## config.mk

```make
export PLATFORM = sky130hd
export DESIGN_NAME = intr_ack_ctrl
export DESIGN_NICKNAME = d
export VERILOG_FILES = /design/src/rtl/intr_ack_ctrl_pkg.sv /design/src/rtl/intr_ack_ctrl_sync.sv /design/src/rtl/intr_ack_ctrl.sv
export SDC_FILE = /design/constraint.sdc
export NUM_CORES = 1
export LEC_CHECK = 0
export ABC_AREA = 0
export BUFFER_PORTS_ARGS = -buffer_cell sky130_fd_sc_hd__clkbuf_2
export CAP_MARGIN = 20
export CORE_ASPECT_RATIO = 1.75
export CORE_MARGIN = 2
export CORE_UTILIZATION = 41
export CTS_CLUSTER_SIZE = 10
export DETAILED_ROUTE_END_ITERATION = 7
export PLACE_DENSITY = 0.76
export SLEW_MARGIN = 5
export SYNTH_ARGS = -nofsm -noshare
export SYNTH_HDL_FRONTEND = slang
export SYNTH_SLANG_ARGS = --single-unit
```

## constraint.sdc

```tcl
create_clock -name clk -period 1.8 [get_ports clk]
set_clock_uncertainty 0.1 [all_clocks]
set_input_delay 0.18 -clock clk [delete_from_list [all_inputs] [get_ports clk]]
set_output_delay 0.18 -clock clk [all_outputs]
set_load 0.005 [all_outputs]
```

## src/rtl/intr_ack_ctrl_pkg.sv

```systemverilog
// ----------------------------------------------------------------------------
// intr_ack_ctrl_pkg
// Shared definitions for the CPU-side interrupt acknowledge controller:
// the FSM state encoding, the default ISR entry address and the legal
// range of the inta pulse width.
// ----------------------------------------------------------------------------
package intr_ack_ctrl_pkg;

   typedef logic [2:0] state_t;

   localparam state_t ST_IDLE    = 3'd0;
   localparam state_t ST_TAKE    = 3'd1;
   localparam state_t ST_ACK     = 3'd2;
   localparam state_t ST_DROP    = 3'd3;
   localparam state_t ST_SERVICE = 3'd4;

   localparam logic [31:0] ISR_VECTOR_DEFAULT = 32'h0000_03FC;

   localparam int INTA_CYCLES_MIN = 1;
   localparam int INTA_CYCLES_MAX = 15;
   localparam int INTA_CNT_W      = 4;

endpackage

```

## src/rtl/intr_ack_ctrl_sync.sv

```systemverilog
// ----------------------------------------------------------------------------
// intr_sync
// Generic N-flop synchroniser for a single asynchronous level input.
// Reusable for any IO-side input that must be brought into the clk domain.
//   clk   : destination clock
//   rst   : asynchronous active-low reset, clears every stage
//   d     : asynchronous input
//   q     : synchronised output, STAGES clock edges of latency
// ----------------------------------------------------------------------------
module intr_sync #(
   parameter int STAGES = 2
) (
   input  logic clk,
   input  logic rst,
   input  logic d,
   output logic q
);

   logic [STAGES-1:0] sync_q;
   logic [STAGES-1:0] sync_d;

   always_comb begin
      sync_d = {sync_q[STAGES-2:0], d};
   end

   always_ff @(posedge clk or negedge rst) begin
      if (!rst) begin
         sync_q <= '0;
      end else begin
         sync_q <= sync_d;
      end
   end

   assign q = sync_q[STAGES-1];

endmodule

```

## src/rtl/intr_ack_ctrl.sv

```systemverilog
// ----------------------------------------------------------------------------
// intr_ack_ctrl
// Terminates the IO subsystem's intr/inta handshake on the CPU side. A
// synchronised interrupt request is taken at an instruction boundary while
// interrupts are enabled: the CPU is redirected to the ISR vector, the return
// PC is saved in epc, and inta is pulsed so the IO module drops intr.
//   clk        : system clock, rising edge
//   rst        : asynchronous active-low reset
//   intr       : level interrupt request from IO (asynchronous)
//   int_en     : status-register interrupt enable
//   instr_done : one-cycle pulse at each instruction boundary
//   reti       : one-cycle pulse on return-from-interrupt
//   pc_in      : next sequential PC, valid with instr_done
//   inta       : interrupt acknowledge to IO, INTA_CYCLES wide
//   int_take   : one-cycle pulse, control unit loads vector into PC
//   vector     : constant ISR entry address
//   epc        : saved return address
//   in_service : high from take until reti
// ----------------------------------------------------------------------------
module intr_ack_ctrl
   import intr_ack_ctrl_pkg::*;
#(
   parameter logic [31:0] ISR_VECTOR  = ISR_VECTOR_DEFAULT,
   parameter int          INTA_CYCLES = 2,
   parameter int          SYNC_STAGES = 2
) (
   input  logic        clk,
   input  logic        rst,
   input  logic        intr,
   input  logic        int_en,
   input  logic        instr_done,
   input  logic        reti,
   input  logic [31:0] pc_in,
   output logic        inta,
   output logic        int_take,
   output logic [31:0] vector,
   output logic [31:0] epc,
   output logic        in_service
);

   // Out-of-range widths are clamped so the counter never wraps.
   localparam int INTA_CLAMPED = (INTA_CYCLES < INTA_CYCLES_MIN) ? INTA_CYCLES_MIN :
                                 (INTA_CYCLES > INTA_CYCLES_MAX) ? INTA_CYCLES_MAX :
                                 INTA_CYCLES;
   localparam logic [INTA_CNT_W-1:0] INTA_LOAD = INTA_CNT_W'(INTA_CLAMPED - 1);

   state_t                state_q, state_d;
   logic [INTA_CNT_W-1:0] cnt_q, cnt_d;
   logic                  inta_q, inta_d;
   logic                  int_take_q, int_take_d;
   logic                  in_service_q, in_service_d;
   logic [31:0]           epc_q, epc_d;

   logic intr_s;
   logic take_req;

   intr_sync #(
      .STAGES (SYNC_STAGES)
   ) u_intr_sync (
      .clk (clk),
      .rst (rst),
      .d   (intr),
      .q   (intr_s)
   );

   assign take_req = intr_s & int_en & instr_done;

   // State and registered outputs.
   always_ff @(posedge clk or negedge rst) begin
      if (!rst) begin
         state_q      <= ST_IDLE;
         cnt_q        <= '0;
         inta_q       <= 1'b0;
         int_take_q   <= 1'b0;
         in_service_q <= 1'b0;
         epc_q        <= '0;
      end else begin
         state_q      <= state_d;
         cnt_q        <= cnt_d;
         inta_q       <= inta_d;
         int_take_q   <= int_take_d;
         in_service_q <= in_service_d;
         epc_q        <= epc_d;
      end
   end

   // Next state. Interrupt inputs are only looked at in IDLE, so no nesting;
   // reti only matters in SERVICE, which also gives it priority over a
   // coincident instr_done there.
   always_comb begin
      state_d = state_q;
      case (state_q)
         ST_IDLE:    if (take_req)     state_d = ST_TAKE;
         ST_TAKE:                      state_d = ST_ACK;
         ST_ACK:     if (cnt_q == '0)  state_d = ST_DROP;
         ST_DROP:    if (!intr_s)      state_d = ST_SERVICE;
         ST_SERVICE: if (reti)         state_d = ST_IDLE;
         default:                      state_d = ST_IDLE;
      endcase
   end

   // Outputs are decoded from the next state so they appear registered in
   // the same cycle the FSM enters the corresponding state.
   always_comb begin
      cnt_d = cnt_q;
      if (state_d == ST_ACK) begin
         cnt_d = (state_q != ST_ACK) ? INTA_LOAD : (cnt_q - 1'b1);
      end

      epc_d = epc_q;
      if ((state_q == ST_IDLE) && take_req) begin
         epc_d = pc_in;
      end

      int_take_d   = (state_d == ST_TAKE);
      inta_d       = (state_d == ST_ACK);
      in_service_d = (state_d != ST_IDLE);
   end

   assign inta       = inta_q;
   assign int_take   = int_take_q;
   assign in_service = in_service_q;
   assign epc        = epc_q;
   assign vector     = ISR_VECTOR;

endmodule

```

==> key figures <==
Worst setup path
  – Largest fanout of any net on the critical path: 14
  – Data required time of the critical path: 1.88 ns
  – Crit end category: flop
  – Arrival time worst endpoint: 1.75 ns
  – Critical Setup Path Class: flop to flop
  – Launching element type of the critical path: flop
  – Depth of the worst register-to-register path: 4

Yosys
  – Sequential share of the synthesized area: 53.5%
  – Synth top cells by count: sky130_fd_sc_hd__dfrtp_1, sky130_fd_sc_hd__buf_4, sky130_fd_sc_hd__mux2_2
  – Main area contributors after synthesis: sky130_fd_sc_hd__dfrtp_1, sky130_fd_sc_hd__mux2_2, sky130_fd_sc_hd__buf_4
  – Most used standard cell by instance count after synthesis: sky130_fd_sc_hd__dfrtp_1
  – Unique cell type count in the Yosys netlist: 30
  – Number of synthesis warnings: 0
  – Number of synthesized flops with an enable pin: 0
  – Summed instance area of the synthesized netlist: 2060 um^2
  – Flip-flop and latch count after synthesis: 44
  – Fraction of registers with async set/reset: 100%
  – Synth Area per Inst: 12.9 um^2
  – Primary flip-flop cell chosen by synthesis mapping: sky130_fd_sc_hd__dfrtp_1
  – Area share of the leading cell type in the synthesized netlist: 53.5%
  – Library cell occupying the most area in the post-synthesis netlist: sky130_fd_sc_hd__dfrtp_1
  – Gate count of the mapped netlist: 160

Routing
  – Detailed-route DRC error count: 0
  – Routed length per instance: 12.3 um
  – Antenna-violating nets left: 0
  – Total wire length after detailed routing: 3640 um
  – First-pass detailed-route iteration total: 4
  – Detailed-route vias per instance: 4.63
  – Overall via count from detail_route: 1375
  – Number of DRC violations after detailed-routing iteration 0: 28

Floorplanning
  – Initial Utilization: 42.1%
  – Die Area: 5630 um^2
  – Io pins: 105
  – Horizontal extent of the die: 57.6 um
  – Vertical die dimension: 97.7 um
  – Placeable core area: 4890 um^2
  – Number of placement rows: 34

Final layout
  – Antenna diode count: 0
  – Fraction of layout instances using a drive strength above 1: 50.6%
  – Fin nets: 282
  – Relative area change from synthesis to final layout: 23.5%
  – Filler-free cell count of the finished design: 297

Placed design
  – Pre-CTS WS: 0.141 ns
  – Dpl cells: 286
  – Buffers added on ports: 72
  – Routability Congestion: 0.734
  – HPWL after detailed placement: 2800 um

STA
  – Number of max-slew violations in the final report: 0
  – Final count of negative-setup-slack endpoints: 0
  – RSZ-0062 raised after global routing: no
  – Share of the clock period used by the worst path: 92.6%
  – Hold Fails Final Rpt: 0
  – Time the worst path needs with I/O delays and setup: 1.67 ns
  – PnR worst setup slack: 0.133 ns
  – Max frequency: 600 MHz
  – Summed negative setup slack over all endpoints: 0 ns

Global routing
  – Maximum number of pins on one net before global-route repair: 27
  – Vias in the first global route: 1400
  – Global-route wire length before repair: 6220 um
  – Initial antenna violation count: 0
  – GRT Total Usage: 14.3%
  – Overflow after GRT: 0

Clock network
  – Clock Sinks: 44
  – Number of setup buffers added after CTS: 0
  – Clk Latency, worst-skew pair: 0.29 ns
  – Library cell used as clock root buffer: sky130_fd_sc_hd__clkbuf_8
  – Clk buf depth: 2
  – Number of CTS-inserted buffers: 5
  – Clock input transition at the sequential cells of the worst setup and hold paths: 0.09 ns
  – CTS tree: yes
  – # H-tree levels: 2

Status
  – Outcome: finished, final reports clean

Run
  – Maximum capacitance violations: 0

Power
  – Pwr Total: 0.00388 W
  – Power per unit of standard cell area: 1530 nW/um^2
  – Max VDD drop: 0.788 mV
  – Leakage power: 1.31 nW

Min path
  – Type of the worst min-delay path: input port to flop
  – Hold Crit Depth: 2
-- power breakdown --
| group | switching [W] | internal (W) | total, W |
|---|---|---|---|
| combinational | 0.000580 | 0.000825 | 0.00141 |
| sequential | 0.000256 | 0.00143 | 0.00169 |
| clock | 0.000330 | 0.000454 | 0.000784 |
| total | 0.00117 | 0.00271 | 0.00388 |
-- stage by stage --
stage	hold WS [ns]	util [%]	cell area (um^2)
finish	0.0101	52.0	2540
global route	0.00201	52.0	2540
global placement	0.0659	48.9	2390
floorplan	-0.216	-	2170
CTS	0.000656	51.8	2530
detailed placement	0.0703	48.9	2390
-- kinds of logic after synthesis --
family | Yosys count | synth area share [%]
fa+ha+maj | 2 | 1.22
other cells | 2 | 0.365
buf+inv | 43 | 15.1
simple gates | 23 | 7.66
mux | 34 | 18.5
compound gates | 12 | 3.59
flops | 44 | 53.5
-- critical path: stages (launching register included) --
cell                      delay [ns]
sky130_fd_sc_hd__dfrtp_1        0.42
sky130_fd_sc_hd__nor2_4         0.12
sky130_fd_sc_hd__nor4b_4        0.27
sky130_fd_sc_hd__buf_4          0.28
sky130_fd_sc_hd__mux2_2         0.36
-- per-layer routing --
metal | global-route usage (%) | wire [um]
met2 | 27.4 | 2140
met1 | 13.8 | 1260
met4 | 7.33 | 64
met5 | 0 | 0
met3 | 2.38 | 172
-- worst paths after layout --
path	startpoint	endpoint	slack, ns
min reg2reg	u_intr_sync.sync_q[0]	u_intr_sync.sync_q[1]	0.26
max reg2reg	state_q[0]	epc[10]	0.13
min	pc_in[20]	epc[20]	0.01
min in group asynchronous	rst	epc[24]	0.29
max	state_q[0]	epc[10]	0.13
max in group asynchronous	rst	cnt_q[2]	0.80
-- cells in the final DEF (no fill, tap or decap), types with 2 or more instances in the layout --
master,count
sky130_fd_sc_hd__buf_12,2
sky130_fd_sc_hd__buf_4,6
sky130_fd_sc_hd__clkbuf_2,72
sky130_fd_sc_hd__clkbuf_8,6
sky130_fd_sc_hd__conb_1,32
sky130_fd_sc_hd__dfrtp_1,44
sky130_fd_sc_hd__dlygate4sd3_1,3
sky130_fd_sc_hd__ha_1,2
sky130_fd_sc_hd__inv_1,5
sky130_fd_sc_hd__mux2_2,32
sky130_fd_sc_hd__nand2_1,3
sky130_fd_sc_hd__nand2b_1,4
sky130_fd_sc_hd__nand3_1,2
sky130_fd_sc_hd__nand3b_1,3
sky130_fd_sc_hd__nor2_1,2
sky130_fd_sc_hd__o21ai_0,6
sky130_fd_sc_hd__or4_1,2
-- flip-flops by register name, summed over array words and instances, names as in the netlist --
| name | cells |
|---|---|
| cnt_q | 4 |
| u_intr_sync.sync_q | 2 |
| in_service | 1 |
| int_take | 1 |
| epc | 32 |
| inta | 1 |
| state_q | 3 |
-- timing repair --
item / CTS / global route
gates resized for setup: 0 / 0
hold endpoints to repair: 19 / 1
hold buffers: 2 / 1
-- final cells by class --
type                       instances  area (um^2)
fill                             455         2350
clock buffer                       6         82.6
sequential                        44         1100
timing repair buffer              83          475
inverter                           5         18.8
clock inverter                     2         38.8
tap                               54         67.6
multi-input combinational        103          758
(Power assumes the default switching activity.)
